<file path="config.mk">
export PLATFORM = sky130hd
export DESIGN_NAME = ph_fifo_m
export DESIGN_NICKNAME = d
export VERILOG_FILES = /design/src/rtl/ph_fifo_pkg.sv /design/src/rtl/strobe_trail_m.sv /design/src/rtl/ph_fifo_m.sv
export SDC_FILE = /design/constraint.sdc
export NUM_CORES = 1
export LEC_CHECK = 0
export CORE_MARGIN = 3
export CORE_UTILIZATION = 51
export DETAILED_ROUTE_END_ITERATION = 7
export GPL_TIMING_DRIVEN = 0
export MAX_ROUTING_LAYER = met4
export PLACE_DENSITY = 0.77
export SYNTH_ARGS = -nofsm -noshare
export SYNTH_HDL_FRONTEND = slang
export SYNTH_SLANG_ARGS = --single-unit
</file>
<file path="constraint.sdc">
create_clock -name clk -period 4.1 [get_ports clk]
set_clock_uncertainty 0.2 [all_clocks]
set_input_delay 1.23 -clock clk [delete_from_list [all_inputs] [get_ports clk]]
set_output_delay 1.23 -clock clk [all_outputs]
set_load 0.005 [all_outputs]
</file>
<file path="src/rtl/ph_fifo_pkg.sv">
// Shared Tube definitions: bus direction encodings and per-register byte modes.
package ph_fifo_pkg;

  localparam logic RDNW_READ  = 1'b1;
  localparam logic RDNW_WRITE = 1'b0;

  typedef enum logic {
    ModeOneByte = 1'b0,
    ModeTwoByte = 1'b1
  } tube_mode_e;

  // Register 3 is the only two-byte register; 1, 2 and 4 are single-byte.
  function automatic tube_mode_e reg_mode(input logic [2:0] reg_num);
    return (reg_num == 3'd3) ? ModeTwoByte : ModeOneByte;
  endfunction

endpackage

</file>
<file path="src/rtl/strobe_trail_m.sv">
// Trailing-edge strobe detector that latches direction and data while select is high.
module strobe_trail_m #(
  parameter int unsigned WIDTH = 8
) (
  input  logic             clk,
  input  logic             rst,
  input  logic             clear,
  input  logic             select,
  input  logic             rdnw,
  input  logic [WIDTH-1:0] din,
  output logic             commit,
  output logic             rdnw_q,
  output logic [WIDTH-1:0] din_q
);

  logic prev_select_q;
  logic drop_q;

  // A strobe caught by rst/clear stays disarmed until select falls, so it commits nothing.
  always_ff @(posedge clk) begin
    if (rst || clear) begin
      prev_select_q <= 1'b0;
      drop_q        <= select;
      rdnw_q        <= 1'b0;
      din_q         <= '0;
    end else begin
      prev_select_q <= select & ~drop_q;
      drop_q        <= drop_q & select;
      if (select) begin
        rdnw_q <= rdnw;
        din_q  <= din;
      end
    end
  end

  assign commit = prev_select_q & ~select;

endmodule

</file>
<file path="src/rtl/ph_fifo_m.sv">
// Parasite-to-host byte FIFO: parasite pushes on write strobes, host pops on read strobes.
module ph_fifo_m
  import ph_fifo_pkg::*;
#(
  parameter int unsigned WIDTH = 8,
  parameter int unsigned DEPTH = 2,
  parameter int unsigned INIT  = 0
) (
  input  logic             clk,
  input  logic             rst,
  input  logic             clear,
  input  logic             two_byte_mode,
  input  logic             p2_select,
  input  logic             p2_rdnw,
  input  logic [WIDTH-1:0] p2_din,
  output logic             p2_not_full,
  input  logic             p1_select,
  input  logic             p1_rdnw,
  output logic [WIDTH-1:0] p1_dout,
  output logic             p1_data_available
);

  localparam int unsigned PW = $clog2(DEPTH);
  localparam int unsigned CW = PW + 1;

  logic             p2_commit, p2_rdnw_q;
  logic [WIDTH-1:0] p2_din_q;
  logic             p1_commit, p1_rdnw_q;
  logic             p1_din_unused;

  strobe_trail_m #(
    .WIDTH (WIDTH)
  ) u_p2_trail (
    .clk    (clk),
    .rst    (rst),
    .clear  (clear),
    .select (p2_select),
    .rdnw   (p2_rdnw),
    .din    (p2_din),
    .commit (p2_commit),
    .rdnw_q (p2_rdnw_q),
    .din_q  (p2_din_q)
  );

  strobe_trail_m #(
    .WIDTH (1)
  ) u_p1_trail (
    .clk    (clk),
    .rst    (rst),
    .clear  (clear),
    .select (p1_select),
    .rdnw   (p1_rdnw),
    .din    (1'b0),
    .commit (p1_commit),
    .rdnw_q (p1_rdnw_q),
    .din_q  (p1_din_unused)
  );

  logic [WIDTH-1:0] mem_q [DEPTH];
  logic [PW-1:0]    wr_ptr_q, rd_ptr_q;
  logic [CW-1:0]    count_q;
  logic [CW-1:0]    thr;
  logic             push, pop;

  assign thr = (tube_mode_e'(two_byte_mode) == ModeTwoByte) ? CW'(DEPTH) : CW'(1);

  assign p1_data_available = (count_q >= thr);
  assign p2_not_full       = (count_q < thr);
  assign p1_dout           = mem_q[rd_ptr_q];

  // thr never exceeds DEPTH, so gating on not_full also blocks pushes into a full FIFO.
  assign push = p2_commit & (p2_rdnw_q == RDNW_WRITE) & p2_not_full;
  assign pop  = p1_commit & (p1_rdnw_q == RDNW_READ) & (count_q != '0);

  always_ff @(posedge clk) begin
    if (rst || clear) begin
      for (int i = 0; i < int'(DEPTH); i++) begin
        mem_q[i] <= '0;
      end
      wr_ptr_q <= '0;
      rd_ptr_q <= '0;
      count_q  <= CW'(INIT);
    end else begin
      if (push) begin
        mem_q[wr_ptr_q] <= p2_din_q;
        wr_ptr_q        <= wr_ptr_q + PW'(1);
      end
      if (pop) begin
        rd_ptr_q <= rd_ptr_q + PW'(1);
      end
      if (push && !pop) begin
        count_q <= count_q + CW'(1);
      end else if (pop && !push) begin
        count_q <= count_q - CW'(1);
      end
    end
  end

endmodule

</file>
==> flow_summary.json, run 1 <==
{
  "final_core_util_pct": 69.10,
  "antenna_violating_nets_post_route": 0,
  "cts.hold.buffers_added": 0,
  "dr_total_vias": 1067,
  "synth-warning-count": 0,
  "rows": 19,
  "worst-endpoint-arrival_ns": 3.68,
  "placement.cell_area_sq_um": 1789,
  "worst-setup-path-type": "input port to flip-flop",
  "remaining_drc_errors": 0,
  "hold_path_class": "flip-flop to flip-flop",
  "grt_setup_unrepaired": "no",
  "cpPeakStageDelay_ns": 0.87,
  "crit_chain": "clkdlybuf4s50_1 > inv_1 > ha_4 > nor2b_4 > buf_4 > or3_1 > buf_2 > o21ai_0",
  "p_leak_nw": 0.7462,
  "final_cell_area_sq_um": 1922,
  "gp_congestion": 0.8268,
  "critical_path_peak_fanout": 10,
  "gr-total-overflow": 0,
  "synth_sequential_area_ratio_pct": 57.38,
  "tightestPinTransition_ns": 1.100,
  "post_synth_fa_ha_maj_area_fraction_pct": 2.502,
  "run_status": "finished clean",
  "num_io_pins": 26,
  "critical_path.endpoint_type": "flip-flop",
  "number_of_buffers_and_inverters_on_the_critical_path": 4,
  "setup_violations": 0,
  "pin_count_of_the_biggest_net_entering_global_routing": 12,
  "post_synth_xor_area_fraction_pct": 1.168,
  "clk_pin_slew_ns": 0.10,
  "yosys.cell_types.count": 25,
  "ant_diodes": 0,
  "critical_path.slowest_cell": "o21ai_0",
  "clock_tree_from_tritoncts": "yes",
  "cpLargestDelayFamily": "compound AO/OA/AOI/OAI gates",
  "chipHeight_um": 60.24,
  "floorplan.die_area_sq_um": 3628,
  "dpl.hpwl_mm": 2.114,
  "areal_power_density_over_the_cells_nw_per_um2": 386.9,
  "maxSlewViolCount": 0,
  "clk_latency_ns": 0.34,
  "number_of_hold_slack_violations_in_the_final_timing_report": 0,
  "startpoint_type": "input port",
  "slew-limit-headroom_pct": 25.91,
  "port-buffer-count": 25,
  "final.min_clock_period_ns": 3.914,
  "globalRouteMet1Util_pct": 18.84,
  "worst-endpoint-required_ns": 3.86,
  "fmax_mhz": 255.5,
  "synth_top_family_by_area": "simple AND/OR/NAND/NOR gates",
  "drive_above_1_share_pct": 15.15,
  "core_area_sq_um": 2781,
  "root_buffer_master": "clkbuf_4",
  "max_cap_viol": 0,
  "number_of_register_bits_inferred_by_synthesis": 35,
  "grt-busiest-layer": "met2",
  "first_global_vias": 1075,
  "synth_compound_gate_area_share_pct": 3.503,
  "grt_util_all_layers_pct": 19.03,
  "first_pass_iteration_count_of_the_detailed_router": 6,
  "grt_antenna_before_repair": 0,
  "synthesis.area_per_instance_sq_um": 11.45,
  "net_count_of_the_mapped_netlist": 150,
  "post_synth_mux_area_share_pct": 13.34,
  "peakVddDrop_mv": 0.3385,
  "drt_first_iter_violations": 36,
  "clock_sinks": 35,
  "gr-usage-met3_pct": 4.968,
  "die_x_um": 60.24,
  "yosys.area_share.simple_pct": 18.27,
  "timing.hold.ws_ns": 0.2283,
  "fin_crit_sh_pct": 95.46,
  "post_synth_inst_count": 131,
  "drt-wirelength-per-cell_um": 14.85,
  "met2_usage_pct": 31.94,
  "cts_made_buffers": 5,
  "layout-area-overhead-vs-synth_pct": 28.11,
  "start_util_pct": 53.94,
  "post_drt_via_cell_ratio": 5.444,
  "clock_path_buffers": 2,
  "p_total_mw": 0.7435,
  "grt_pass1_wl_mm": 4.698,
  "finish.net_count": 183,
  "synthesis.area_sq_um": 1500,
  "routed_wl_mm": 2.910,
  "cts-htree-levels": 2
}
-- logic make-up (layout without fill, tap and decap cells) --
kind of cell,after synthesis,count (layout)
and+or+nand+nor,48,48
adders and majority gates,3,3
AOI/OAI and AO/OA,9,9
xor gates and xnor gates,2,2
buffers and inverters,15,49
DFF,35,35
muxes,19,19
-- path summary, 6_finish.rpt --
path              slack (ns)                      start  depth (start not counted)                             endpoint
setup / recovery        0.19              two_byte_mode                          8            mem_q[1][4]$_SDFFCE_PN0P_
hold / removal          0.23  u_p2_trail.drop_q$_DFF_P_                          1  u_p2_trail.prev_select_q$_SDFF_PP0_
setup reg to reg        1.20    count_q[1]$_SDFFE_PP0P_                          6            mem_q[1][4]$_SDFFCE_PN0P_
hold reg to reg         0.23  u_p2_trail.drop_q$_DFF_P_                          1  u_p2_trail.prev_select_q$_SDFF_PP0_
-- sequential cells by signal (all words and copies together) (netlist names), named ones only --
signal,cells
mem_q,16
u_p2_trail.din_q,8
count_q,2
rd_ptr_q,1
u_p1_trail.drop_q,1
u_p1_trail.prev_select_q,1
u_p1_trail.rdnw_q,1
u_p2_trail.drop_q,1
u_p2_trail.prev_select_q,1
u_p2_trail.rdnw_q,1
wr_ptr_q,1
-- through the flow --
stage	std cells	TNS, ns	worst slack [ns]
after CTS	195	-0.1670	-0.1670
after global routing	196	0	0.01602
after floorplan	131	0	0.6463
after detailed placement	187	-3.644	-0.2705
final	196	0	0.1862
after global placement	187	-1.691	-0.1620
-- synthesized netlist by cell type --
cell type | number | area, sq um
a21oi_1 | 2 | 10.01
and4_1 | 4 | 35.03
buf_1 | 1 | 3.750
buf_2 | 1 | 5.000
clkbuf_1 | 5 | 18.77
dfxtp_1 | 19 | 380.4
edfxtp_1 | 16 | 480.5
ha_1 | 3 | 37.54
inv_1 | 8 | 30.03
mux2_2 | 8 | 90.09
mux2i_1 | 11 | 110.1
nand2_1 | 4 | 15.01
nand3_1 | 4 | 20.02
nor2_1 | 21 | 78.83
nor2b_1 | 2 | 12.51
nor3b_1 | 2 | 15.01
nor4_2 | 4 | 50.05
o211ai_1 | 1 | 7.510
o21a_1 | 2 | 15.01
o21ai_0 | 4 | 20.02
or2_2 | 1 | 6.260
or3_1 | 4 | 25.02
or3b_1 | 1 | 8.760
or4_1 | 1 | 7.510
xor2_1 | 2 | 17.52
-- layout make-up --
class	instances	area [sq um]
multi-input cells	81	604.3
plain buffers	7	27.53
well taps	31	38.79
clock inverters	2	60.06
inverters	8	30.03
flip-flops and latches	35	860.8
repair buffers	26	259.0
clock buffers	6	41.29
fillers	218	859.6
-- power by group --
group | switching [mW] | leakage [nW] | internal, mW
Clock | 0.112 | 0.0525 | 0.190
Sequential | 0.00506 | 0.334 | 0.376
Combinational | 0.0259 | 0.360 | 0.0347
-- routing by layer --
| metal | part of all wire (%) | up-vias |
|---|---|---|
| li1 | - | 526 |
| met1 | 39 | 484 |
| met2 | 51 | 40 |
| met3 | 5.9 | 17 |
| met4 | 4.6 | 0 |
| met5 | 0 | - |
-- layout by cell type, fill, tap and decap left out, drive strengths merged, types with 8 or more instances in the layout --
| cell | n |
|---|---|
| clkbuf | 11 |
| clkdlybuf4s50 | 23 |
| dfxtp | 19 |
| edfxtp | 16 |
| inv | 8 |
| mux2 | 8 |
| mux2i | 11 |
| nor2 | 21 |
-- timing repair --
action / in CTS / in global routing
resized for setup: 2 / 5
setup endpoints to repair: 2 / 9
pin swaps: 0 / 0
buffers inserted: 0 / 1
-- worst reg2reg max path, delay by kind of cell, from the launching register on --
family                     cells  cell delay (ns)
and+or+nand+nor                2             0.48
buffers and inverters          2             0.33
adders and majority gates      1             0.23
DFF                            1             0.42
AOI/OAI and AO/OA              1             0.87
(Power assumes the default switching activity.)
==> inputs of run 2 (changes only) <==
Settings changed: CORE_UTILIZATION 51 to 52, GPL_ROUTABILITY_DRIVEN from default to 0, PLACE_DENSITY 0.77 to 0.78, SYNTH_HIERARCHICAL from default to 1.
==> run 2 against run 1 <==
  * Non-clock buffer count down 2
  * Synthesized cell count down 8.4%
  * Wire length decreased by 7.0%
  * Count of clock-buffer cells in the layout up 2
  * Critical path depth is 1 lower
  * Maximum frequency shrank 1.8%
  * Combinational power rose by 3%
  * Global-route usage shrank 0.83 points
  * Critical path type is now input port to primary output
  * Critical endpoint is now p1_data_available
==> flow_summary.json, run 2 <==
{
  "synth-warning-count": 6,
  "nFillCells": 184,
  "number_of_flip_flops_in_the_largest_register": 16,
  "layout-area-overhead-vs-synth_pct": 24.77,
  "fin_crit_sh_pct": 97.18,
  "chipHeight_um": 60.07,
  "fin_tns_setup_ns": 0,
  "first_pass_iteration_count_of_the_detailed_router": 4,
  "pin_count_of_the_biggest_net_entering_global_routing": 11,
  "port-buffer-count": 25,
  "worst-endpoint-required_ns": 2.67,
  "reg_to_reg_startpoint": "count_q[1]$_SDFFE_PP0P_",
  "post_drt_via_cell_ratio": 5.359,
  "r2r_setup_slack_ns": 1.73,
  "dpl.hpwl_mm": 2.018,
  "whs_path_depth": 1,
  "synthesis.area_sq_um": 1520,
  "net_count_of_the_mapped_netlist": 139,
  "drt-wirelength-per-cell_um": 14.70,
  "worst-setup-path-type": "input port to primary output",
  "rows": 18,
  "registers.top_by_ff_count": "mem_q",
  "clock_path_buffers": 2,
  "post_synth_inst_count": 120,
  "drive_above_1_share_pct": 18.83,
  "gr-total-overflow": 0,
  "grt_antenna_before_repair": 0,
  "cts-htree-levels": 2,
  "number_of_hold_slack_violations_in_the_final_timing_report": 0,
  "startpoint_type": "input port",
  "placement.cell_area_sq_um": 1808,
  "areal_power_density_over_the_cells_nw_per_um2": 343.8,
  "placed_instances": 175,
  "routed_wl_mm": 2.705,
  "antenna_violating_nets_post_route": 0,
  "max_cap_viol": 0,
  "layoutNonFillerInstCount": 184,
  "most-common-layout-cells": "clkdlybuf4s50_1, dfxtp_1, and3_1, edfxtp_1",
  "hold_path_class": "flip-flop to flip-flop",
  "p_leak_nw": 0.8014,
  "num_io_pins": 26,
  "cts.hold.buffers_added": 0,
  "cts_made_buffers": 5,
  "grt_pass1_wl_mm": 4.416,
  "slew-limit-headroom_pct": 68.40,
  "grt_setup_unrepaired": "no",
  "fmax_mhz": 251.0,
  "remaining_drc_errors": 0,
  "grt_util_all_layers_pct": 18.20,
  "maxSlewViolCount": 0,
  "largest_registers": "mem_q: 16 flops, u_p2_trail/din_q: 8 flops, count_q: 2 flops",
  "clock_tree_from_tritoncts": "yes",
  "clk_latency_ns": 0.33,
  "synthesis.area_per_instance_sq_um": 12.67,
  "tightestPinTransition_ns": 0.4705,
  "min_from": "u_p2_trail/drop_q$_DFF_P_",
  "rr_worst_depth": 5,
  "dr_total_vias": 986,
  "critical_path.endpoint_type": "primary output",
  "core_area_sq_um": 2635,
  "ant_diodes": 0,
  "setup_violations": 0,
  "final_cell_area_sq_um": 1897,
  "final.min_clock_period_ns": 3.984,
  "start_util_pct": 57.69,
  "rr_endpoint": "mem_q[1][3]$_SDFFCE_PN0P_",
  "mostFrequentLayoutCell": "clkdlybuf4s50_1",
  "run_status": "finished clean",
  "root_buffer_master": "clkbuf_4",
  "finish.net_count": 172,
  "floorplan.die_area_sq_um": 3608,
  "clk_pin_slew_ns": 0.10,
  "first_global_vias": 999,
  "critical_path_peak_fanout": 2,
  "peakVddDrop_mv": 0.3030,
  "die_x_um": 60.07,
  "worst-endpoint-arrival_ns": 2.55,
  "holdPathEnd": "u_p2_trail/prev_select_q$_SDFF_PP0_",
  "drt_first_iter_violations": 24,
  "clock_sinks": 35
}
-- run 2: power breakdown --
group          internal [mW]  switching (mW)  leakage [nW]
sequential             0.376         0.00476         0.334
combinational         0.0363          0.0260         0.429
clock                  0.101           0.108        0.0386
-- run 2: per-layer routing --
metal | vias up | part of all wire, % | global-route usage [%]
met1 | 452 | 46 | 19.53
met4 | 0 | 2.2 | 8.544
met3 | 4 | 5.1 | 7.127
met5 | - | 0 | -
li1 | 502 | - | -
met2 | 28 | 47 | 29.32
-- run 2: worst max-delay path by stage --
stage	from	end
global route	two_byte_mode	p1_data_available
finish	two_byte_mode	p1_data_available
CTS	two_byte_mode	p1_data_available
detailed placement	two_byte_mode	p1_data_available
global placement	two_byte_mode	p1_data_available
floorplan	two_byte_mode	p1_data_available
-- run 2: worst max-delay path, stage by stage --
cell	delay [ns]
clkdlybuf4s50_1	0.46
inv_1	0.08
ha_4	0.25
nor2b_4	0.13
nor2_2	0.10
nand2_1	0.05
dlygate4sd2_1	0.26
-- run 2: cell type report --
class / count / area, sq um / area share (%)
clock buffers: 8 / 68.82 / 3.628
repair buffers: 26 / 255.2 / 13.46
flip-flops and latches: 35 / 860.8 / 45.38
plain buffers: 5 / 35.03 / 1.847
well taps: 30 / 37.54 / 1.979
multi-input cells: 78 / 631.9 / 33.31
inverters: 2 / 7.507 / 0.3958
-- run 2: repair_timing --
item,CTS,global route
setup buffers,1,0
endpoints found under the setup margin,2,1
resized for setup,3,1
-- run 2: through the flow --
step	util (%)	setup WS, ns	power [mW]	hold slack (ns)
after detailed placement	68.61	-0.2828	0.4512	0.2245
after CTS	71.51	0.05342	0.6564	0.2384
after global placement	68.61	-0.2157	0.4478	0.2180
after floorplan	-	0.7393	0.4169	0.2112
final	71.98	0.1156	0.6522	0.2382
after global routing	71.98	0.04035	0.6798	0.2603
==> inputs of run 3 (changes only) <==
Settings changed: CTS_CLUSTER_DIAMETER from default to 100.
==> results of run 3 <==
The final DEF is identical to that of run 2; final timing and power are the same.
